**src/rtl/spi_flash_ctrl_pkg.sv**
```systemverilog
// Shared encodings for the SPI flash command sequencer: host op codes,
// flash opcodes, FSM states and the command record handed to the engine.
package spi_flash_ctrl_pkg;

  typedef enum logic [1:0] {
    OP_READ    = 2'd0,
    OP_PROGRAM = 2'd1,
    OP_ERASE   = 2'd2,
    OP_READ_ID = 2'd3
  } op_e;

  localparam logic [7:0] FL_READ = 8'h03;
  localparam logic [7:0] FL_PP   = 8'h02;
  localparam logic [7:0] FL_SE   = 8'h20;
  localparam logic [7:0] FL_WREN = 8'h06;
  localparam logic [7:0] FL_RDSR = 8'h05;
  localparam logic [7:0] FL_RDID = 8'h9F;

  typedef enum logic [2:0] {
    ST_IDLE,
    ST_WREN_ISSUE,
    ST_WREN_WAIT,
    ST_MAIN_ISSUE,
    ST_MAIN_WAIT,
    ST_POLL_ISSUE,
    ST_POLL_WAIT,
    ST_DONE
  } state_e;

  typedef struct packed {
    logic [8:0]  in_count;
    logic        out_count;
    logic [39:0] data;
  } cmd_t;

  // Main command bytes, LSB-aligned with the opcode as the most significant byte sent.
  function automatic cmd_t main_cmd(op_e op, logic [23:0] addr, logic [7:0] wdata);
    cmd_t c;
    c = '0;
    case (op)
      OP_READ: begin
        c.in_count  = 9'd4;
        c.out_count = 1'b1;
        c.data      = {8'd0, FL_READ, addr};
      end
      OP_PROGRAM: begin
        c.in_count  = 9'd5;
        c.data      = {FL_PP, addr, wdata};
      end
      OP_ERASE: begin
        c.in_count  = 9'd4;
        c.data      = {8'd0, FL_SE, addr};
      end
      default: begin
        c.in_count  = 9'd1;
        c.out_count = 1'b1;
        c.data      = {32'd0, FL_RDID};
      end
    endcase
    return c;
  endfunction

endpackage

```
**src/rtl/spi_flash_ctrl_if.sv**
```systemverilog
// Host request/response and SPI command-engine signals of the flash controller.
interface spi_flash_ctrl_if;
  logic        start;
  logic [1:0]  op;
  logic [23:0] addr;
  logic [7:0]  wdata;
  logic        ready;
  logic        done;
  logic        error;
  logic [7:0]  rdata;

  logic        cmd_trigger;
  logic        cmd_busy;
  logic [8:0]  cmd_in_count;
  logic        cmd_out_count;
  logic [39:0] cmd_data;
  logic [7:0]  cmd_rdata;
  logic        cmd_quad;

  modport slave (
    input  start, op, addr, wdata, cmd_busy, cmd_rdata,
    output ready, done, error, rdata,
           cmd_trigger, cmd_in_count, cmd_out_count, cmd_data, cmd_quad
  );

  modport master (
    output start, op, addr, wdata, cmd_busy, cmd_rdata,
    input  ready, done, error, rdata,
           cmd_trigger, cmd_in_count, cmd_out_count, cmd_data, cmd_quad
  );
endinterface

```
**src/rtl/spi_flash_ctrl.sv**
```systemverilog
// SPI flash operation sequencer: turns READ/PROGRAM/ERASE/READ_ID requests into
// WREN / main / status-poll commands for an external single-IO SPI command engine.
module spi_flash_ctrl
  import spi_flash_ctrl_pkg::*;
#(
  parameter int POLL_MAX = 1000000,
  parameter int CW       = 20
) (
  input logic             clk,
  input logic             reset_n,
  spi_flash_ctrl_if.slave bus
);

  localparam logic [CW-1:0] POLL_LIM = CW'(POLL_MAX);

  state_e        r_state, w_next;
  op_e           r_op;
  logic [23:0]   r_addr;
  logic [7:0]    r_wdata;
  logic [7:0]    r_rdata;
  logic          r_err;
  logic [CW-1:0] r_poll_cnt;
  logic          r_busy_low;
  logic [CW-1:0] w_poll_inc;
  logic          w_is_read;
  logic          w_go;
  logic          w_timeout;
  cmd_t          w_cmd;

  assign w_poll_inc = r_poll_cnt + CW'(1);
  assign w_is_read  = (r_op == OP_READ) || (r_op == OP_READ_ID);
  assign w_timeout  = (w_poll_inc == POLL_LIM);
  // Busy must be seen low in this issue state before a high counts as acceptance,
  // so an engine still busy from its own reset cannot swallow the trigger.
  assign w_go       = bus.cmd_busy && r_busy_low;

  always_ff @(posedge clk or negedge reset_n) begin
    if (!reset_n) r_state <= ST_IDLE;
    else          r_state <= w_next;
  end

  always_comb begin
    w_next = r_state;
    case (r_state)
      ST_IDLE:
        if (bus.start)
          w_next = (op_e'(bus.op) == OP_PROGRAM || op_e'(bus.op) == OP_ERASE)
                   ? ST_WREN_ISSUE : ST_MAIN_ISSUE;
      ST_WREN_ISSUE: if (w_go)          w_next = ST_WREN_WAIT;
      ST_WREN_WAIT:  if (!bus.cmd_busy) w_next = ST_MAIN_ISSUE;
      ST_MAIN_ISSUE: if (w_go)          w_next = ST_MAIN_WAIT;
      ST_MAIN_WAIT:  if (!bus.cmd_busy) w_next = w_is_read ? ST_DONE : ST_POLL_ISSUE;
      ST_POLL_ISSUE: if (w_go)          w_next = ST_POLL_WAIT;
      ST_POLL_WAIT:
        if (!bus.cmd_busy)
          w_next = (!bus.cmd_rdata[0] || w_timeout) ? ST_DONE : ST_POLL_ISSUE;
      ST_DONE:       w_next = ST_IDLE;
      default:       w_next = ST_IDLE;
    endcase
  end

  always_comb begin
    w_cmd = '0;
    case (r_state)
      ST_WREN_ISSUE, ST_WREN_WAIT: begin
        w_cmd.in_count = 9'd1;
        w_cmd.data     = {32'd0, FL_WREN};
      end
      ST_MAIN_ISSUE, ST_MAIN_WAIT: w_cmd = main_cmd(r_op, r_addr, r_wdata);
      ST_POLL_ISSUE, ST_POLL_WAIT: begin
        w_cmd.in_count  = 9'd1;
        w_cmd.out_count = 1'b1;
        w_cmd.data      = {32'd0, FL_RDSR};
      end
      default: w_cmd = '0;
    endcase
  end

  always_ff @(posedge clk or negedge reset_n) begin
    if (!reset_n) begin
      r_op       <= OP_READ;
      r_addr     <= '0;
      r_wdata    <= '0;
      r_rdata    <= '0;
      r_err      <= 1'b0;
      r_poll_cnt <= '0;
      r_busy_low <= 1'b0;
    end else begin
      r_busy_low <= (w_next == r_state) && (r_busy_low || !bus.cmd_busy);
      case (r_state)
        ST_IDLE:
          if (bus.start) begin
            r_op    <= op_e'(bus.op);
            r_addr  <= bus.addr;
            r_wdata <= bus.wdata;
            r_err   <= 1'b0;
          end
        ST_MAIN_WAIT:
          if (!bus.cmd_busy) begin
            if (w_is_read) r_rdata    <= bus.cmd_rdata;
            else           r_poll_cnt <= '0;
          end
        ST_POLL_WAIT:
          if (!bus.cmd_busy) begin
            r_poll_cnt <= w_poll_inc;
            r_err      <= bus.cmd_rdata[0] && w_timeout;
          end
        default: ;
      endcase
    end
  end

  assign bus.ready         = (r_state == ST_IDLE);
  assign bus.done          = (r_state == ST_DONE);
  assign bus.error         = r_err;
  assign bus.rdata         = r_rdata;
  assign bus.cmd_trigger   = (r_state == ST_WREN_ISSUE) || (r_state == ST_MAIN_ISSUE) ||
                             (r_state == ST_POLL_ISSUE);
  assign bus.cmd_in_count  = w_cmd.in_count;
  assign bus.cmd_out_count = w_cmd.out_count;
  assign bus.cmd_data      = w_cmd.data;
  assign bus.cmd_quad      = 1'b0;

endmodule

```
**src/flat_wrapper.sv**
```systemverilog
// flat-port wrapper written by rule: the top's interface ports become plain ports
module spi_flash_ctrl_flat import spi_flash_ctrl_pkg::*;
#(
  parameter int POLL_MAX = 1000000,
  parameter int CW       = 20
)
  (clk, reset_n, bus_start, bus_op, bus_addr, bus_wdata, bus_cmd_busy, bus_cmd_rdata, bus_ready, bus_done, bus_error, bus_rdata, bus_cmd_trigger, bus_cmd_in_count, bus_cmd_out_count, bus_cmd_data, bus_cmd_quad);
  spi_flash_ctrl_if bus_i ();
  input logic clk;
  input logic reset_n;
  input wire logic [$bits(bus_i.start)-1:0] bus_start;
  input wire logic [$bits(bus_i.op)-1:0] bus_op;
  input wire logic [$bits(bus_i.addr)-1:0] bus_addr;
  input wire logic [$bits(bus_i.wdata)-1:0] bus_wdata;
  input wire logic [$bits(bus_i.cmd_busy)-1:0] bus_cmd_busy;
  input wire logic [$bits(bus_i.cmd_rdata)-1:0] bus_cmd_rdata;
  output wire logic [$bits(bus_i.ready)-1:0] bus_ready;
  output wire logic [$bits(bus_i.done)-1:0] bus_done;
  output wire logic [$bits(bus_i.error)-1:0] bus_error;
  output wire logic [$bits(bus_i.rdata)-1:0] bus_rdata;
  output wire logic [$bits(bus_i.cmd_trigger)-1:0] bus_cmd_trigger;
  output wire logic [$bits(bus_i.cmd_in_count)-1:0] bus_cmd_in_count;
  output wire logic [$bits(bus_i.cmd_out_count)-1:0] bus_cmd_out_count;
  output wire logic [$bits(bus_i.cmd_data)-1:0] bus_cmd_data;
  output wire logic [$bits(bus_i.cmd_quad)-1:0] bus_cmd_quad;
  assign bus_i.start = bus_start;
  assign bus_i.op = bus_op;
  assign bus_i.addr = bus_addr;
  assign bus_i.wdata = bus_wdata;
  assign bus_i.cmd_busy = bus_cmd_busy;
  assign bus_i.cmd_rdata = bus_cmd_rdata;
  assign bus_ready = bus_i.ready;
  assign bus_done = bus_i.done;
  assign bus_error = bus_i.error;
  assign bus_rdata = bus_i.rdata;
  assign bus_cmd_trigger = bus_i.cmd_trigger;
  assign bus_cmd_in_count = bus_i.cmd_in_count;
  assign bus_cmd_out_count = bus_i.cmd_out_count;
  assign bus_cmd_data = bus_i.cmd_data;
  assign bus_cmd_quad = bus_i.cmd_quad;
  spi_flash_ctrl #(.POLL_MAX(POLL_MAX), .CW(CW)) u_core (.clk(clk), .reset_n(reset_n), .bus(bus_i));
endmodule
```
**config.mk**
```make
export PLATFORM = sky130hd
export DESIGN_NAME = spi_flash_ctrl_flat
export DESIGN_NICKNAME = d
export VERILOG_FILES = /design/src/rtl/spi_flash_ctrl_pkg.sv /design/src/rtl/spi_flash_ctrl_if.sv /design/src/rtl/spi_flash_ctrl.sv /design/src/flat_wrapper.sv
export SDC_FILE = /design/constraint.sdc
export NUM_CORES = 1
export LEC_CHECK = 0
export CORE_MARGIN = 2
export CORE_UTILIZATION = 52
export DETAILED_ROUTE_END_ITERATION = 10
export HOLD_SLACK_MARGIN = 0.03
export PLACE_DENSITY_LB_ADDON = 0.05
export RECOVER_POWER = 100
export SLEW_MARGIN = 30
export SYNTH_ARGS = -nofsm -noshare
export SYNTH_HDL_FRONTEND = slang
export SYNTH_SLANG_ARGS = --single-unit
```
**constraint.sdc**
```tcl
create_clock -name clk -period 7.5 [get_ports clk]
set_clock_uncertainty 0.2 [all_clocks]
set_input_delay 1.5 -clock clk [delete_from_list [all_inputs] [get_ports clk]]
set_output_delay 1.5 -clock clk [all_outputs]
set_load 0.05 [all_outputs]
```
==> impl.org <==
** Synth
- Top area cells in the synthesized netlist :: sky130_fd_sc_hd__dfrtp_1 43%, sky130_fd_sc_hd__mux2_2 12%, sky130_fd_sc_hd__o21ai_0 4.7%, sky130_fd_sc_hd__a22o_1 3.8%, sky130_fd_sc_hd__nor2_1 3.3%
- Register area share after synthesis :: 42.7%
- Fraction of synthesized cell area taken by the top area cell type :: 42.7%
- The biggest area contributor in the post-synthesis netlist is sky130_fd_sc_hd__dfrtp_1.
- Synthesis produced a netlist whose cell count is 399.
- List of most frequent post-synthesis cells :: 67 x sky130_fd_sc_hd__dfrtp_1, 41 x sky130_fd_sc_hd__mux2_2, 37 x sky130_fd_sc_hd__o21ai_0
- Yosys warning total :: 0
- A synthesized cell averages 9.84 um2.
- Among all flip-flop cells after synthesis, the most frequent one is sky130_fd_sc_hd__dfrtp_1.
- The synthesized design contains 0 enable-type register cells.
- Counting flops with an async set or reset pin after synthesis yields a share of 100%.
- Post-Synthesis Cell Area :: 0.00393 mm2
- Counting flops and latches in the post-synthesis netlist gives 67.
- Most common cell in the netlist :: sky130_fd_sc_hd__dfrtp_1
- Cell variety after synth :: 56

** Placed design
- Dpl cells :: 568
- Detail Placement HPWL :: 7120 um
- The congestion estimate from routability-driven global placement came to 0.886.
- Buffers placed on the I/O ports in this run total 93.

** Clock network
- Maximum count of clock buffers along a single path :: 2
- Clock H-tree levels :: 3
- Count of clock tree sinks :: 67
- Clock latency at the later pin of the worst-skew pair :: 0.34 ns
- Number of buffers created by CTS :: 9
- Post-CTS timing repair inserted 0 buffers for setup.
- PostCTS Resize Cnt :: 0
- TritonCTS clock tree :: done
- Post-CTS clock slew at the launch and capture registers of the worst setup and hold paths :: 0.07 ns
- Number of buffers inserted for hold repair after clock tree synthesis :: 0
- CTS root buf :: sky130_fd_sc_hd__clkbuf_8

** Cells and area
- Share of post-route cells with drive strength above 1 :: 15.3%
- Count of fill cells added during filler insertion :: 598
- Final cell utilization of the core :: 68.7%
- Excluding fillers, the count of instances in the completed layout stands at 584.
- The repair_antennas step left the layout with diodes totalling 0.
- After the last flow step, the layout net total stands at 531.
- From synthesis to final layout, the design area changed by 27.6%.

** Drt
- After detailed routing, the number of remaining DRC violations is 0.
- Detail-routed via count per cell :: 5.68
- The detailed router finished its first iteration with 191 violations.
- Total met2 wirelength after detailed routing :: 4600 um
- Drt first pass iters :: 5
- Routed length per instance :: 16.8 um
- Via Count :: 3319
- Total length of routed wires :: 9780 um
- For this block, wires on met1 add up to 4390 um.
- Wire length on met3 :: 657 um
- Highest metal layer used by the detailed router :: met4
- Once detail routing completed, the nets flagged for antenna violations numbered 0.

** Setup path
- For the worst setup path, the data required time is 5.80 ns.
- The critical path is of the flop to primary output type.
- CP Max Fanout :: 16
- STA puts the critical path data arrival time at 3.65 ns.
- Launching element type of the critical path :: flop
- STA classifies the critical path endpoint as a primary output.
- Depth of the most critical reg-to-reg path :: 4

** Pwr
- Net switching is 47.8% of the power.
- Reported net switching power :: 975 uW
- The worst-case IR drop observed on VDD is 263 uV.
- Combinational share of power :: 52.5%
- Leak pwr :: 2.17 nW
- Portion of total power attributed to sequential cells :: 31.4%
- Per report_power, the clock group accounts for 16.1% of the total.
- Power spread over the standard cell area amounts to 408 mW/mm2.
- Internal power contribution :: 1.07 mW

** Die
- Overall die width :: 90.9 um
- Once the floorplan was initialized, standard cells occupied 53.8% of the core.
- Die footprint :: 0.00826 mm2
- During I/O placement, the number of pins put on the boundary was 109.
- The floorplan has 31 rows.
- Die span in y :: 90.9 um
- The total area inside the core boundary comes to 0.00729 mm2.

** STA
- Worst-Margin Slew :: 3.55 ns
- Final count of hold timing violations :: 0
- The final number of max-transition violations came to 105.
- Slew Limit Headroom :: -137%
- Fraction of the cycle the final worst path needs :: 71.3%
- Adding up every negative setup slack in the final design gives 0 ns.
- Unrepaired setup endpoints after global routing :: false
- Fmax achieved :: 0.187 GHz
- Endpoints failing setup :: 0
- The clock period could shrink to 5.35 ns.

** GRT
- Across every metal layer, demand over resource in global routing totals 23.9%.
- The number of antenna violations at the first check in global routing is 0.
- Number of global-route vias before repair :: 3060
- The first global-routing pass estimated 15800 um of wire.
- Overflow left after global routing :: 0
- Entering global routing, the biggest net connects 68 pins.

** Worst hold path
- Along the worst hold path, the cell count comes to 1.
- Path type of the worst min-delay path :: flop to flop

** Outcome
- Status :: finished with violations
- The checks that failed: capacitance limit, slew limit.

** Run
- The tool flagged a number of max-cap violations equal to 2.
==> metrics by stage <==
stage	worst slack [ns]	hold slack (ns)	area [um2]	total power, mW
global placement	2.68	0.289	4810	1.74
detailed placement	2.61	0.299	4810	1.76
global route	1.92	0.329	5010	2.15
CTS	2.23	0.317	5020	2.10
floorplan	3.42	0.281	3980	1.42
finish	2.15	0.308	5010	2.04
==> critical path: stages (launching register included) <==
cell and delay, ns:
sky130_fd_sc_hd__dfrtp_1 0.53, sky130_fd_sc_hd__clkinv_1 0.23, sky130_fd_sc_hd__nand2_1 0.10, sky130_fd_sc_hd__mux2_2 0.34
sky130_fd_sc_hd__or2_1 0.34, sky130_fd_sc_hd__nor2_1 0.67, sky130_fd_sc_hd__a22o_1 0.23, sky130_fd_sc_hd__dlygate4sd3_1 0.87
==> power groups by stage <==
stage | logic, mW | clock network (mW) | registers [mW]
CTS | 1.12 | 0.336 | 0.640
detailed placement | 1.11 | 0 | 0.646
floorplan | 0.772 | 0 | 0.646
global route | 1.13 | 0.352 | 0.661
finish | 1.07 | 0.329 | 0.641
global placement | 1.10 | 0 | 0.641
==> cell families (layout without fill, tap and decap cells) <==
group,Yosys count,after routing,share of synthesized area (%)
DFF,67,67,42.7
AOI/OAI and AO/OA,101,101,17.5
muxes,43,43,12.3
other,1,15,0.0955
xor gates and xnor gates,12,12,2.68
and+or+nand+nor,121,121,16.1
buffers and inverters,49,121,7.07
adders and majority gates,5,5,1.59
==> path summary, 6_finish.rpt <==
path | start | endpoint | slack [ns]
worst max-delay path | u_core.r_state[0] | bus_cmd_data[20] | 2.15
worst min-delay path | u_core.bus.rdata[3] | u_core.bus.rdata[3] | 0.31
worst max register to register | u_core.r_state[1] | u_core.r_addr[0] | 4.28
worst min register to register | u_core.bus.rdata[3] | u_core.bus.rdata[3] | 0.31
max in group asynchronous | reset_n | u_core.r_poll_cnt[13] | 2.84
min in group asynchronous | reset_n | u_core.r_wdata[6] | 2.25
==> cells in the final DEF (no fill, tap or decap), types with 3 or more instances in the layout <==
| cell type | netlist | layout |
|---|---|---|
| sky130_fd_sc_hd__inv_1 | 6 | 6 |
| sky130_fd_sc_hd__o31ai_1 | 5 | 5 |
| sky130_fd_sc_hd__nand3_1 | 9 | 9 |
| sky130_fd_sc_hd__dfrtp_1 | 67 | 67 |
| sky130_fd_sc_hd__xnor2_1 | 9 | 9 |
| sky130_fd_sc_hd__a21o_1 | 4 | 4 |
| sky130_fd_sc_hd__and3_1 | 12 | 12 |
| sky130_fd_sc_hd__nand3_4 | 3 | 3 |
| sky130_fd_sc_hd__nand4_1 | 6 | 6 |
| sky130_fd_sc_hd__nand2_1 | 30 | 30 |
| sky130_fd_sc_hd__nor4_1 | 7 | 7 |
| sky130_fd_sc_hd__conb_1 | 1 | 15 |
| sky130_fd_sc_hd__a221oi_1 | 6 | 6 |
| sky130_fd_sc_hd__xor2_1 | 3 | 3 |
| sky130_fd_sc_hd__clkinv_2 | 0 | 3 |
| sky130_fd_sc_hd__nor2_1 | 35 | 35 |
| sky130_fd_sc_hd__a21oi_1 | 11 | 11 |
| sky130_fd_sc_hd__clkbuf_8 | 1 | 9 |
| sky130_fd_sc_hd__dlygate4sd3_1 | 0 | 50 |
| sky130_fd_sc_hd__nor3_1 | 2 | 3 |
| sky130_fd_sc_hd__a22o_1 | 17 | 17 |
| sky130_fd_sc_hd__ha_1 | 5 | 5 |
| sky130_fd_sc_hd__mux2_2 | 41 | 41 |
| sky130_fd_sc_hd__o21ai_0 | 37 | 37 |
| sky130_fd_sc_hd__clkdlybuf4s50_1 | 0 | 42 |
| sky130_fd_sc_hd__a22oi_1 | 5 | 5 |
==> state kept, by name (all words and copies together) (netlist names) <==
register and count:
u_core.r_busy_low 1, u_core.r_addr 24, u_core.r_poll_cnt 20, u_core.r_wdata 8
u_core.bus.rdata 8, u_core.r_op 2, u_core.bus.error 1, u_core.r_state 3
==> cell type report <==
type                            instances  area (um2)  share of cell area [%]
Timing Repair Buffer                   96         941                    18.8
Tap cell                               99         124                    2.47
Clock inverter                          7        91.3                    1.82
Sequential cell                        67        1680                    33.5
Clock buffer                            9         124                    2.47
Inverter                                9        33.8                   0.674
Multi-Input combinational cell        297        2020                    40.3
==> layer usage <==
layer | up-vias | global-route usage [%]
li1 | 1581 | -
met1 | 1606 | 33.7
met2 | 122 | 36.7
met3 | 10 | 5.76
met4 | 0 | 7.07
met5 | - | 0
No activity file was read; power rests on OpenSTA's default activity.
